$ cat config.mk
export PLATFORM = sky130hd
export DESIGN_NAME = mips_datapath
export DESIGN_NICKNAME = d
export VERILOG_FILES = /design/src/rtl/mips_datapath.sv
export SDC_FILE = /design/constraint.sdc
export NUM_CORES = 2
export LEC_CHECK = 0
export ABC_AREA = 1
export ABC_CLOCK_PERIOD_IN_PS = 11780
export CELL_PAD_IN_SITES_DETAIL_PLACEMENT = 0
export CELL_PAD_IN_SITES_GLOBAL_PLACEMENT = 1
export CORE_MARGIN = 10
export CORE_UTILIZATION = 51
export DETAILED_ROUTE_END_ITERATION = 10
export PLACE_DENSITY = 0.86
export SLEW_MARGIN = 15
export SYNTH_ARGS = -nofsm -noshare
export SYNTH_HDL_FRONTEND = slang
export SYNTH_SLANG_ARGS = --single-unit
$ cat constraint.sdc
create_clock -name CLK -period 11.78 [get_ports CLK]
set_input_delay 2.356 -clock CLK [delete_from_list [all_inputs] [get_ports CLK]]
set_output_delay 2.356 -clock CLK [all_outputs]
set_load 0.03 [all_outputs]
$ cat src/rtl/mips_datapath.sv
// Five-stage pipelined MIPS32 subset core with hazard unit,
// instruction ROM, data RAM and register file.
package mips_pkg;

  typedef enum logic [2:0] {
    ALU_AND = 3'b000,
    ALU_OR  = 3'b001,
    ALU_ADD = 3'b010,
    ALU_SUB = 3'b110,
    ALU_SLT = 3'b111
  } alu_op_e;

  typedef struct packed {
    logic    regWrite;
    logic    memtoReg;
    logic    memWrite;
    logic    aluSrc;
    logic    regDst;
    alu_op_e aluOp;
  } ctrl_t;

  typedef struct packed {
    logic [31:0] instr;
    logic [31:0] pcPlus4;
  } if_id_t;

  typedef struct packed {
    ctrl_t       ctrl;
    logic [4:0]  rs;
    logic [4:0]  rt;
    logic [4:0]  rd;
    logic [31:0] rd1;
    logic [31:0] rd2;
    logic [31:0] signImm;
  } id_ex_t;

  typedef struct packed {
    logic        regWrite;
    logic        memtoReg;
    logic        memWrite;
    logic [31:0] aluOut;
    logic [31:0] writeData;
    logic [4:0]  writeReg;
  } ex_mem_t;

  typedef struct packed {
    logic        regWrite;
    logic        memtoReg;
    logic [31:0] aluOut;
    logic [31:0] readData;
    logic [4:0]  writeReg;
  } mem_wb_t;

endpackage

module mips_datapath
  import mips_pkg::*;
(
  input  logic        CLK,
  input  logic        reset,
  output logic [31:0] out [4:0],
  output logic [31:0] InstrD,
  output logic [31:0] PCPlus4F,
  output logic        StallF,
  output logic        StallD,
  output logic        FlushE,
  output logic        ForwardAD,
  output logic        ForwardBD,
  output logic        BranchD,
  output logic        PCSrcD,
  output logic [31:0] PCBranchD,
  output logic [31:0] SrcAD,
  output logic [31:0] SrcBD
);

  if_id_t  ifId;
  id_ex_t  idEx;
  ex_mem_t exMem;
  mem_wb_t memWb;

  logic [31:0] pcF;
  logic [31:0] instrF;
  logic [31:0] rf [32];
  logic [31:0] dmem [64];

  logic [5:0]  opD;
  logic [5:0]  functD;
  logic [4:0]  rsD;
  logic [4:0]  rtD;
  logic [4:0]  rdD;
  logic [31:0] signImmD;
  logic [31:0] rd1D;
  logic [31:0] rd2D;
  ctrl_t       ctrlD;

  logic [1:0]  fwdAE;
  logic [1:0]  fwdBE;
  logic [31:0] srcAE;
  logic [31:0] srcBE;
  logic [31:0] writeDataE;
  logic [31:0] aluOutE;
  logic [4:0]  writeRegE;

  logic [31:0] readDataM;
  logic [31:0] resultW;

  logic lwStall;
  logic branchStall;

  // ---------------- IF ----------------
  assign PCPlus4F = pcF + 32'd4;

  always_comb begin
    instrF = 32'h0;
    unique case (pcF[6:2])
      5'd0:    instrF = 32'h20020005;
      5'd1:    instrF = 32'h2003000C;
      5'd2:    instrF = 32'h00432020;
      5'd3:    instrF = 32'hAC040044;
      5'd4:    instrF = 32'h8C050044;
      5'd5:    instrF = 32'h00A23022;
      5'd6:    instrF = 32'h10C30002;
      5'd7:    instrF = 32'h20020063;
      5'd8:    instrF = 32'h20030063;
      5'd9:    instrF = 32'h20420009;
      5'd10:   instrF = 32'h20630001;
      5'd11:   instrF = 32'h00602025;
      5'd12:   instrF = 32'h20850002;
      5'd13:   instrF = 32'h20070041;
      5'd14:   instrF = 32'h00E53820;
      5'd15:   instrF = 32'h1000FFFF;
      default: instrF = 32'h0;
    endcase
  end

  always_ff @(posedge CLK or negedge reset) begin
    if (!reset) begin
      pcF <= '0;
    end else if (!StallF) begin
      pcF <= PCSrcD ? PCBranchD : PCPlus4F;
    end
  end

  // A taken branch squashes the fetched slot unless ID is held.
  always_ff @(posedge CLK or negedge reset) begin
    if (!reset) begin
      ifId <= '0;
    end else if (!StallD) begin
      if (PCSrcD) begin
        ifId <= '0;
      end else begin
        ifId <= '{instr: instrF, pcPlus4: PCPlus4F};
      end
    end
  end

  // ---------------- ID ----------------
  assign InstrD   = ifId.instr;
  assign opD      = InstrD[31:26];
  assign rsD      = InstrD[25:21];
  assign rtD      = InstrD[20:16];
  assign rdD      = InstrD[15:11];
  assign functD   = InstrD[5:0];
  assign signImmD = {{16{InstrD[15]}}, InstrD[15:0]};

  always_comb begin
    ctrlD       = '0;
    ctrlD.aluOp = ALU_ADD;
    BranchD     = 1'b0;
    unique case (1'b1)
      (opD == 6'h00): begin
        ctrlD.regDst   = 1'b1;
        ctrlD.regWrite = 1'b1;
        unique case (functD)
          6'h20:   ctrlD.aluOp = ALU_ADD;
          6'h22:   ctrlD.aluOp = ALU_SUB;
          6'h24:   ctrlD.aluOp = ALU_AND;
          6'h25:   ctrlD.aluOp = ALU_OR;
          6'h2A:   ctrlD.aluOp = ALU_SLT;
          default: ctrlD.regWrite = 1'b0;
        endcase
      end
      (opD == 6'h23): begin
        ctrlD.regWrite = 1'b1;
        ctrlD.memtoReg = 1'b1;
        ctrlD.aluSrc   = 1'b1;
      end
      (opD == 6'h2B): begin
        ctrlD.memWrite = 1'b1;
        ctrlD.aluSrc   = 1'b1;
      end
      (opD == 6'h08): begin
        ctrlD.regWrite = 1'b1;
        ctrlD.aluSrc   = 1'b1;
      end
      (opD == 6'h04): BranchD = 1'b1;
      default: ;
    endcase
  end

  // Written on the falling edge so ID reads the WB value same cycle.
  always_ff @(negedge CLK or negedge reset) begin
    if (!reset) begin
      rf <= '{default: '0};
    end else if (memWb.regWrite && memWb.writeReg != 5'd0) begin
      rf[memWb.writeReg] <= resultW;
    end
  end

  assign rd1D = rf[rsD];
  assign rd2D = rf[rtD];

  assign ForwardAD = (rsD != 5'd0) && (rsD == exMem.writeReg)
                  && exMem.regWrite;
  assign ForwardBD = (rtD != 5'd0) && (rtD == exMem.writeReg)
                  && exMem.regWrite;

  assign SrcAD     = ForwardAD ? exMem.aluOut : rd1D;
  assign SrcBD     = ForwardBD ? exMem.aluOut : rd2D;
  assign PCBranchD = {signImmD[29:0], 2'b00} + ifId.pcPlus4;
  assign PCSrcD    = BranchD && (SrcAD == SrcBD);

  // ---------------- hazards ----------------
  assign lwStall = idEx.ctrl.memtoReg
                && (idEx.rt == rsD || idEx.rt == rtD);

  assign branchStall = BranchD && (
      (idEx.ctrl.regWrite
        && (writeRegE == rsD || writeRegE == rtD))
   || (exMem.memtoReg
        && (exMem.writeReg == rsD || exMem.writeReg == rtD)));

  assign StallF = lwStall | branchStall;
  assign StallD = StallF;
  assign FlushE = StallF;

  always_ff @(posedge CLK or negedge reset) begin
    if (!reset) begin
      idEx <= '0;
    end else if (FlushE) begin
      idEx <= '0;
    end else begin
      idEx <= '{ctrl: ctrlD, rs: rsD, rt: rtD, rd: rdD,
                rd1: rd1D, rd2: rd2D, signImm: signImmD};
    end
  end

  // ---------------- EX ----------------
  function automatic logic [1:0] fwdSel(
    input logic [4:0] src,
    input ex_mem_t    m,
    input mem_wb_t    w
  );
    if (m.regWrite && m.writeReg != 5'd0 && m.writeReg == src)
      return 2'b10;
    if (w.regWrite && w.writeReg != 5'd0 && w.writeReg == src)
      return 2'b01;
    return 2'b00;
  endfunction

  assign fwdAE = fwdSel(idEx.rs, exMem, memWb);
  assign fwdBE = fwdSel(idEx.rt, exMem, memWb);

  always_comb begin
    srcAE = idEx.rd1;
    unique case (fwdAE)
      2'b10:   srcAE = exMem.aluOut;
      2'b01:   srcAE = resultW;
      default: srcAE = idEx.rd1;
    endcase
  end

  always_comb begin
    writeDataE = idEx.rd2;
    unique case (fwdBE)
      2'b10:   writeDataE = exMem.aluOut;
      2'b01:   writeDataE = resultW;
      default: writeDataE = idEx.rd2;
    endcase
  end

  assign srcBE     = idEx.ctrl.aluSrc ? idEx.signImm : writeDataE;
  assign writeRegE = idEx.ctrl.regDst ? idEx.rd : idEx.rt;

  always_comb begin
    aluOutE = '0;
    unique case (idEx.ctrl.aluOp)
      ALU_AND: aluOutE = srcAE & srcBE;
      ALU_OR:  aluOutE = srcAE | srcBE;
      ALU_ADD: aluOutE = srcAE + srcBE;
      ALU_SUB: aluOutE = srcAE - srcBE;
      ALU_SLT: aluOutE = {31'd0, $signed(srcAE) < $signed(srcBE)};
      default: aluOutE = '0;
    endcase
  end

  always_ff @(posedge CLK or negedge reset) begin
    if (!reset) begin
      exMem <= '0;
    end else begin
      exMem <= '{regWrite: idEx.ctrl.regWrite,
                 memtoReg: idEx.ctrl.memtoReg,
                 memWrite: idEx.ctrl.memWrite,
                 aluOut: aluOutE,
                 writeData: writeDataE,
                 writeReg: writeRegE};
    end
  end

  // ---------------- MEM ----------------
  assign readDataM = dmem[exMem.aluOut[7:2]];

  always_ff @(posedge CLK or negedge reset) begin
    if (!reset) begin
      dmem <= '{default: '0};
    end else if (exMem.memWrite) begin
      dmem[exMem.aluOut[7:2]] <= exMem.writeData;
    end
  end

  always_ff @(posedge CLK or negedge reset) begin
    if (!reset) begin
      memWb <= '0;
    end else begin
      memWb <= '{regWrite: exMem.regWrite,
                 memtoReg: exMem.memtoReg,
                 aluOut: exMem.aluOut,
                 readData: readDataM,
                 writeReg: exMem.writeReg};
    end
  end

  // ---------------- WB ----------------
  assign resultW = memWb.memtoReg ? memWb.readData : memWb.aluOut;

  assign out[0] = rf[2];
  assign out[1] = rf[3];
  assign out[2] = rf[4];
  assign out[3] = rf[5];
  assign out[4] = rf[7];

endmodule

# After elaboration in Yosys (flattened, before gate mapping)

Memories as Yosys holds them, arrays and structs flattened.
Index checks and enable logic that the tools add are counted.

Add/subtract/negate cells: 4
Magnitude comparators: 7
Equal/unequal tests: 30
Muxes and demuxes: 49
Bitwise gates (word level): 7
Reduce and logical (&&, ||, !) cells: 30

Operator list:

| cell                    | number |
|---|---|
| $bwmux W2048            | 1 |
| $bwmux W1024            | 1 |
| $mux W32                | 14 |
| $bmux W32 S5            | 2 |
| $bmux W32 S6            | 1 |
| $demux W32 S6           | 1 |
| $demux W32 S5           | 1 |
| $pmux W32 S5            | 1 |
| $pmux W32 S2            | 2 |
| $mux W119               | 1 |
| $add A32 B32 Y32        | 2 |
| $mux W64                | 1 |
| $eq A5 B5 Y1            | 12 |
| $eq A6 B6 Y1 const B    | 7 |
| $add A32 B3 Y32 const B | 1 |
| $and A32 B32 Y32        | 1 |
| $eq A32 B32 Y1          | 1 |
| $lt A32 B32 Y1          | 1 |
| $or A32 B32 Y32         | 1 |
| $sub A32 B32 Y32        | 1 |
| $reduce_bool A5 Y1      | 4 |
| $ge A6 B6 Y1 const B    | 3 |
| $not A5 Y6              | 3 |
| $logic_and A1 B1 Y1     | 17 |
| other kinds (24)        | 47 |

Flip-flop bits (word level): 3430
Bits in read-only memories: 432
Output and inout bits: 327
Logic and storage cells: 250
Memories kept: 1

Memories:

| name             | words | bits a word | read ports | clocked after Yosys merged registers in | write ports | line | RTL |
|---|---|---|---|---|---|---|---|
| (name not given) | 16    | 27          | 1          | 0                                       | 0           | 115  | `unique case (pcF[6:2])` |

# Logic depth before layout (Yosys ltp)

Word-level depth: 12
Mapped depth: 33

==> results by group <==
Yosys
  – Top_reg_cell synth: dfrtp_1
  – Seq/Total Area, Yosys: between 50 and 60%
  – Synth Warn #: 0
  – Post-synth top area cell: dfrtp_1
  – Share of flip-flops with an asynchronous set or reset: 100.0%
  – Largest cells by area after synthesis: dfrtp_1, nand2_1, o21ai_0
  – Top-area cell type share of the netlist area: 48.14%
  – Count of flip-flops with a built-in enable after synthesis: 0
  – Mapped cell area: between 100000 and 150000 µm²
  – Syn Inst Count: approximately 15k
  – Yosys reg bits: between 2k and 3k
  – Syn_area_per_cell: ~8.3 µm²
  – Distinct cell type count after synthesis: 53
  – Most numerous cell in the Yosys netlist: nand2_1
  – Synth top cells by count: nand2_1, dfrtp_1, o21ai_0, clkbuf_1, inv_1

Floorplanning
  – Die Footprint: 260600 µm²
  – Die Wd: between 500 and 600 µm
  – Initial Utilization: between 50% and 60%
  – Die height: 510.5 µm
  – IO Pins: about 330
  – Core Area: between 200000 and 250000 µm²
  – Core Rows: about 180

CTS
  – Root Buffer: clkbuf_16
  – CTS tree: yes
  – TritonCTS Buffers: approximately 300
  – # hold bufs at CTS: 0
  – Max clock buf depth: 4
  – CTS H-tree depth: 5
  – TritonCTS Sinks: around 2.6k
  – Worst-Skew Late Latency: roughly 0.96 ns
  – Worst-path clk slew: around 0.05 ns

Timing
  – RSZ-0062 raised after global routing: false
  – Final setup violation count: 0
  – Worst slew margin: roughly a tenth
  – Worst Tran Pin Value: 1.340 ns
  – Setup TNS: 0 ns
  – Hold slack: about 0.35 ns
  – Max Slew Vio Count: 0
  – Final Hold Fails: 0
  – Worst Skew: ~0.11 ns

Placed design
  – Hpwl dp: 293800 µm
  – Gpl congestion: 0.9691
  – Port Buffers: 323

Critical path
  – Worst r2r src: out[101]$_DFFE_NN0P_
  – Setup crit end kind: output pin
  – Worst path slowest cell: dfrtn_1
  – CP max FO: 4
  – Max incr delay on CP: ~0.44 ns
  – Reg2Reg Depth: 19
  – Crit-path most repeated cell: nand2_1
  – CP Launch Type: flop
  – R2R Path End: pcF[16]$_DFFE_PN0P_
  – Crit path DAT: between 9 and 10 ns
  – CP Data Required Time: between 9 and 10 ns
  – CP Class: flop to output pin
  – Cells along the critical path: nand2_1 > nand3_1 > nand2_1 > nand2_1 > nand2_1 > nand2_1 > nand2_1 > nand2_1 > nand2_1 > nor2_1 > nand3_1 > nor2_2 > nand3_4 > inv_2 > buf_4
  – CP delay by family, top: simple AND/OR/NAND/NOR gates
  – Buf+Inv Stages, Crit Path: 2
  – Worst Setup SP: out[101]$_DFFE_NN0P_
  – R2R Setup Slk: approximately 2.8 ns

Power
  – PwrDens: approximately 140 nW/µm²
  – Pleak: around 63 nW
  – Worst VDD drop: ~0.14 mV

Routing
  – Starting DRC count in detailed routing: approximately 16k
  – 1st-pass router iterations: 9
  – Vias per cell: approximately 6.3
  – Routed WL: ~500000 µm
  – Remaining DRCs: 0
  – Antenna viol nets, final: 0
  – Vias: approximately 110k
  – Routed wire per std cell: between 20 and 30 µm

Min path
  – Hold Path Origin: rf[1009]$_DFFE_NN0P_
  – Worst Hold Class: flop to flop
  – Hold path endpoint: rf[1009]$_DFFE_NN0P_
  – Hold Crit Depth: 0

Global routing
  – Total Routing Usage GR: around 37%
  – First-pass GRT wire length: between 700000 and 800000 µm
  – Vias in the first global route: 105.3k
  – Largest net degree at the start of global routing: approximately 180
  – Total congestion overflow: 0
  – Initial antenna violation count: 20

Outcome
  – Status: finished clean

Finish
  – FILL cells: around 21k
  – Share of cells above drive strength 1: roughly 5.9%
  – Area grow syn2layout: 11.12%
  – Final nets: roughly 14k

Job
  – Max cap viols: 0
-- sequential cells by signal (all words and copies together) (netlist names) --
name	flops
memWb	70
ifId	32
out	160
idEx	88
pcF	32
InstrD	19
rf	96
dmem	2048
exMem	71
-- cells in the final DEF, fill, tap and decap left out, types with 125 or more instances in the layout --
master / count
nand2_1: 4249
dfrtp_1: 2353
o21ai_0: 2317
inv_1: 917
nor2_1: 623
a21oi_1: 555
nand3_1: 506
clkdlybuf4s50_1: 321
clkbuf_16: 303
a22oi_1: 296
dfrtn_1: 256
buf_4: 246
a221oi_1: 242
nand4_1: 233
ha_1: 133
o22ai_1: 125
-- power breakdown --
group	internal (mW)	total (mW)	switching, mW
registers	8.99	8.99	0
clock network	5.48	9.26	3.78
logic	0.0108	0.195	0.185
-- repair_timing --
item	4_1_cts	5_1_grt
pin swaps	0	1
buffers inserted	0	0
endpoints found under the setup margin	1	1
gates resized for setup	2	6
-- routing by layer --
| layer | track usage, % | share of wire, % |
|---|---|---|
| met1 | 50.51 | 39 |
| met2 | 54.82 | 43 |
| met3 | 8.671 | 12 |
| met4 | 20.06 | 6.6 |
| met5 | 0 | 0.012 |
-- worst reg2reg max path, delay by kind of cell, from the launching register on --
family	cells	cell delay, ns
and+or+nand+nor	18	2.27
DFF	1	0.44
buffers and inverters	1	0.40
-- how the worst max path moves through the flow --
| stage | slack, ns | cells after the start | to |
|---|---|---|---|
| floorplan | 1.42 | 13 | PCSrcD |
| global placement | 0.82 | 14 | PCSrcD |
| detailed placement | 0.81 | 14 | PCSrcD |
| CTS | 0.05 | 14 | PCSrcD |
| global route | 0.02 | 17 | PCSrcD |
| finish | 0.14 | 15 | PCSrcD |
-- per-stage QoR --
| step | setup slack (ns) | power (mW) | instances | utilization [%] | instance area [µm²] |
|---|---|---|---|---|---|
| finish | 0.1401 | 18.45 | 17710 | 57.16 | 136300 |
| global route | 0.02072 | 18.91 | 17700 | 57.15 | 136300 |
| CTS | 0.04519 | 18.51 | 17700 | 57.14 | 136300 |
| detailed placement | 0.8083 | 9.359 | 17190 | 53.13 | 126700 |
| global placement | 0.8249 | 9.352 | 17190 | 53.13 | 126700 |
| floorplan | 1.416 | 9.160 | 14780 | - | 122700 |
-- layout make-up --
cell class / count / area, µm² / share of cell area, %
Sequential cell: 2616 / 65480 / 48.03
Multi-Input combinational cell: 9878 / 48410 / 35.51
Clock buffer: 425 / 8571 / 6.287
Timing Repair Buffer: 578 / 5270 / 3.866
Tap cell: 3167 / 3963 / 2.907
Inverter: 952 / 3633 / 2.665
Clock inverter: 81 / 984.7 / 0.7223
Antenna cell: 9 / 22.52 / 0.01652
-- kinds of logic (layout without fill, tap and decap cells) --
| logic type | count (synthesis) | count (layout) | synth area share, % |
|---|---|---|---|
| fa+ha+maj | 136 | 136 | 1.405 |
| buf+inv | 2285 | 2036 | 7.720 |
| flops | 2616 | 2616 | 53.36 |
| simple gates | 5791 | 5791 | 18.91 |
| compound gates | 3879 | 3879 | 18.12 |
| xor+xnor | 67 | 67 | 0.4783 |
| other cells | 1 | 14 | 0.003057 |
Power figures use the tool's default switching activity.
